$ cat src/rtl/vscale_fetch_unit.sv
// Instruction-fetch front end: issues imem requests with one fetch outstanding,
// drops responses overtaken by redirects and hands PC_IF/inst_IF to decode.
module vscale_fetch_unit #(
  parameter logic [31:0] START_ADDR = 32'h0000_0200
) (
  input  logic        clk,
  input  logic        reset,
  input  logic [31:0] PC_PIF,
  input  logic        redirect,
  input  logic        stall_IF,
  output logic        imem_req_valid,
  input  logic        imem_req_ready,
  output logic [31:0] imem_addr,
  input  logic        imem_resp_valid,
  input  logic [31:0] imem_resp_data,
  input  logic        imem_badmem_e,
  output logic [31:0] PC_IF,
  output logic [31:0] inst_IF,
  output logic        inst_valid_IF,
  output logic        fetch_fault
);

  typedef enum logic [1:0] {
    S_ISSUE = 2'd0,
    S_WAIT  = 2'd1,
    S_DRAIN = 2'd2
  } state_t;

  localparam logic [31:0] NOP_INST = 32'h0000_0013;

  state_t      state_q, state_d;
  logic [31:0] pc_if_q, pc_if_d;
  logic [31:0] inst_if_q, inst_if_d;
  logic        inst_valid_q, inst_valid_d;
  logic        fetch_fault_q, fetch_fault_d;
  logic        pend_redir_q, pend_redir_d;
  logic [31:0] redir_pc_q, redir_pc_d;
  logic [31:0] req_pc_q, req_pc_d;

  logic        req_fire;
  logic        resp_accept;

  assign req_fire    = imem_req_valid & imem_req_ready;
  assign resp_accept = (state_q == S_WAIT) & imem_resp_valid & ~redirect & ~pend_redir_q;

  always_ff @(posedge clk) begin
    if (reset) begin
      state_q       <= S_ISSUE;
      pc_if_q       <= START_ADDR - 32'd4;
      inst_if_q     <= NOP_INST;
      inst_valid_q  <= 1'b0;
      fetch_fault_q <= 1'b0;
      pend_redir_q  <= 1'b0;
      redir_pc_q    <= 32'd0;
      req_pc_q      <= 32'd0;
    end else begin
      state_q       <= state_d;
      pc_if_q       <= pc_if_d;
      inst_if_q     <= inst_if_d;
      inst_valid_q  <= inst_valid_d;
      fetch_fault_q <= fetch_fault_d;
      pend_redir_q  <= pend_redir_d;
      redir_pc_q    <= redir_pc_d;
      req_pc_q      <= req_pc_d;
    end
  end

  always_comb begin
    state_d = state_q;
    case (state_q)
      S_ISSUE: begin
        if (req_fire) state_d = S_WAIT;
        else          state_d = S_ISSUE;
      end
      S_WAIT: begin
        if (imem_resp_valid) state_d = S_ISSUE;
        else if (redirect)   state_d = S_DRAIN;
        else                 state_d = S_WAIT;
      end
      S_DRAIN: begin
        if (imem_resp_valid) state_d = S_ISSUE;
        else                 state_d = S_DRAIN;
      end
      default: state_d = S_ISSUE;
    endcase
  end

  // A redirect this cycle takes priority over an older latched target.
  always_comb begin
    imem_req_valid = 1'b0;
    if (redirect)          imem_addr = PC_PIF;
    else if (pend_redir_q) imem_addr = redir_pc_q;
    else                   imem_addr = PC_PIF;
    case (state_q)
      S_ISSUE: imem_req_valid = redirect | pend_redir_q | ~inst_valid_q | ~stall_IF;
      S_WAIT:  imem_req_valid = 1'b0;
      S_DRAIN: imem_req_valid = 1'b0;
      default: imem_req_valid = 1'b0;
    endcase
  end

  always_comb begin
    pc_if_d       = pc_if_q;
    inst_if_d     = inst_if_q;
    fetch_fault_d = fetch_fault_q;
    inst_valid_d  = inst_valid_q;
    redir_pc_d    = redir_pc_q;
    pend_redir_d  = pend_redir_q;
    req_pc_d      = req_pc_q;

    if (req_fire) req_pc_d = imem_addr;
    else          req_pc_d = req_pc_q;

    // The handshake consumes whichever target imem_addr presented, including a same-cycle redirect.
    if (redirect) redir_pc_d = PC_PIF;
    else          redir_pc_d = redir_pc_q;
    if (req_fire)      pend_redir_d = 1'b0;
    else if (redirect) pend_redir_d = 1'b1;
    else               pend_redir_d = pend_redir_q;

    if (resp_accept) begin
      pc_if_d       = req_pc_q;
      inst_if_d     = imem_resp_data;
      fetch_fault_d = imem_badmem_e;
      inst_valid_d  = 1'b1;
    end else if (redirect || (inst_valid_q && !stall_IF)) begin
      inst_valid_d  = 1'b0;
    end else begin
      inst_valid_d  = inst_valid_q;
    end
  end

  assign PC_IF         = pc_if_q;
  assign inst_IF       = inst_if_q;
  assign inst_valid_IF = inst_valid_q;
  assign fetch_fault   = fetch_fault_q;

endmodule

$ cat config.mk
export PLATFORM = sky130hd
export DESIGN_NAME = vscale_fetch_unit
export DESIGN_NICKNAME = d
export VERILOG_FILES = /design/src/rtl/vscale_fetch_unit.sv
export SDC_FILE = /design/constraint.sdc
export NUM_CORES = 1
export LEC_CHECK = 0
export ABC_AREA = 1
export CAP_MARGIN = 20
export CORE_MARGIN = 3
export CORE_UTILIZATION = 40
export DETAILED_ROUTE_END_ITERATION = 7
export PLACE_DENSITY_LB_ADDON = 0.1
export SLEW_MARGIN = 20
export SYNTH_ARGS = -nofsm -noshare
export SYNTH_HDL_FRONTEND = slang
export SYNTH_SLANG_ARGS = --single-unit
$ cat constraint.sdc
create_clock -name clk -period 1.3 [get_ports clk]
set_input_delay 0.325 -clock clk [delete_from_list [all_inputs] [get_ports clk]]
set_output_delay 0.325 -clock clk [all_outputs]
set_load 0.01 [all_outputs]
==> out/qor.yml <==
run_status: "finished with violations"
ys_seq_elements: 133
ys_top_cells_by_area: "dfxtp_1, nor2_1, nand2_1"
die-width_um: 122
grt_max_degree: 44
end_kind: "output port"
syn_area_sq_um: 5360
initial_core_util_pct: 41.6
track_usage_pct: 24.5
wl_met1_um: 8460
synth.most_common_cell: "nor2_1"
ant_nets: 0
cp_top_family: "buffers and inverters"
worst-path-buf-inv: 3
ir_worst_vdd_uv: 702
synth-seq-area-share_pct: 49.7
synthFlopType: "dfxtp_1"
dr.first_iter.drc_count: 417
p_per_area_nw_per_um2: 1150
slew_viol_final: 0
place.port_buffers: 169
slew_headroom_pct: 73.0
place_area_sq_um: 7690
num-nets-final: 1127
worstMarginPinSlew_ps: 402
worstPathRequired_ps: 980
synth_cell_type_count: 19
viasPerCell: 4.95
fin_crit_ps: 1770
clk_pin_slew_ps: 60
post-route-period-util_pct: 136
routed.top_layer: "met4"
htree_levels: 4
hp-class: "flop to flop"
grt_pass1_wl_um: 28800
syn_to_final_growth_pct: 83.6
synth_edf_count: 0
dieArea_sq_um: 14800
cts-root-buf: "clkbuf_16"
setup_viol: 133
clock_skew_ps: 8.78
nFillCells: 869
worstSkewPairLatency_ps: 420
ioPinCount: 170
slowest_delay_ps: 400
grt_setup_unrepaired: "true"
synth_warnings: 0
cp_max_fo: 11
synth_commonest_cells: "nor2_1, nand2_1, dfxtp_1"
rows: 41
max-cap-violations: 0
violations: "negative setup slack"
core_area_sq_um: 12900
route.met3.wl_um: 1360
dp_hpwl_um: 10400
die_y_um: 122
final-hold-violation-count: 0
grt.overflow.total: 0
cts_tree: "built"
leakagePower_uw: 0.00458
wl_per_cell_um: 16.6
crit_arrival_ps: 1450
crit_type: "flop to output port"
cts_hold_buf: 0
clockBufferDepth: 2
final_util_pct: 76.4
max_freq_ghz: 0.565
dr_total_vias: 6141
drt_first_pass_iters: 5
setup_slack_ps: -471
gp_congestion: 0.777
grt_pass1_vias: 5705
drc: 0
antenna_found_initial: 0
synth_top_area_share_pct: 49.7
totalWireLength_um: 20600
diodes: 0
final_area_sq_um: 9840
start_kind: "flop"
syn_nets: 822
total_power_uw: 11300
cts_sinks: 133
worst_path_max_delay_cell: "dfxtp_4"
async_reset_ff_share_pct: 0
syn_area_per_cell_sq_um: 7.14
worstPathCellList: "buf_4 -> buf_16 -> nand3_1 -> nand2_2 -> buf_2"
cts_buffers: 17
synthCells: 751
final_layout_size_suffix_gt1_share_pct: 46.1
wl_met2_um: 10400
synth.largest_area_cell: "dfxtp_1"
cells in the final DEF (no fill, tap or decap), drive strengths merged, types with 2 or more instances in the layout:
master,instances
o211ai,7
clkinv,8
a21oi,2
dfxtp,133
o21ai,88
nor2,243
clkdlybuf4s50,69
buf,260
nand2,148
nand3,38
clkbuf,25
inv,40
clkinvlp,4
area by class of cell:
type	count	area (sq um)	area share, %
repair buffers	338	3220	32.8
multi-input cells	528	3000	30.5
flip-flops and latches	133	2700	27.4
clock buffers	17	425	4.32
well taps	172	215	2.19
inverters	38	151	1.54
clock inverters	15	133	1.35
repair_timing:
| action | 4_1_cts | 5_1_grt |
|---|---|---|
| buffers inserted | 60 | 11 |
| pin swaps | 18 | 53 |
| endpoints found under the setup margin | 199 | 144 |
| gates cloned | 13 | 11 |
| gates resized for setup | 532 | 184 |
worst paths after layout:
path | from | end | slack, ps | cells after the start
worst max-delay path | pend_redir_q$_SDFFE_PP0P_ | imem_addr[27] | -470 | 5
worst min-delay path | inst_IF[21]$_SDFFE_PP0P_ | inst_IF[21]$_SDFFE_PP0P_ | 470 | 2
worst max register to register | pend_redir_q$_SDFFE_PP0P_ | req_pc_q[26]$_SDFFE_PP0P_ | -470 | 12
worst min register to register | inst_IF[21]$_SDFFE_PP0P_ | inst_IF[21]$_SDFFE_PP0P_ | 470 | 2
worst register-to-register path: cells and delay by family (launching register included):
family | cells | cell delay, ps
buffers and inverters | 7 | 920
and+or+nand+nor | 5 | 360
DFF | 1 | 400
report_power, final:
part,switching (uW),total (uW),internal (uW)
Sequential,147,4460,4310
Combinational,1090,2300,1200
Clock,1900,4530,2640
Total,3140,11300,8150
metrics by stage:
step / setup slack, ps / cells / setup TNS (ps) / hold slack (ps)
5_1_grt: -524 / 1241 / -55330 / 480
3_5_place_dp: -961 / 1125 / -99960 / 468
6_report: -471 / 1241 / -48670 / 468
4_1_cts: -443 / 1230 / -44850 / 462
2_1_floorplan: 5.16 / 751 / 0 / 394
3_3_place_gp: -953 / 1125 / -95790 / 456
routing by layer:
layer / up-vias / track usage (%)
met1: 2880 / 30.6
li1: 2960 / -
met3: 44 / 6.45
met2: 257 / 40.5
met5: - / 0
met4: 0 / 9.52
sequential cells by signal, indices dropped and copies added (netlist names):
name / count
PC_IF: 32
fetch_fault: 1
state_q: 2
redir_pc_q: 32
inst_IF: 32
pend_redir_q: 1
inst_valid_IF: 1
req_pc_q: 32
cell families (layout without fill, tap and decap cells):
group	count (synthesis)	after routing	synth area share [%]
AOI/OAI and AO/OA	98	98	9.52
buffers and inverters	91	408	9.36
DFF	133	133	49.7
and+or+nand+nor	429	430	31.4
Power figures use the tool's default switching activity.
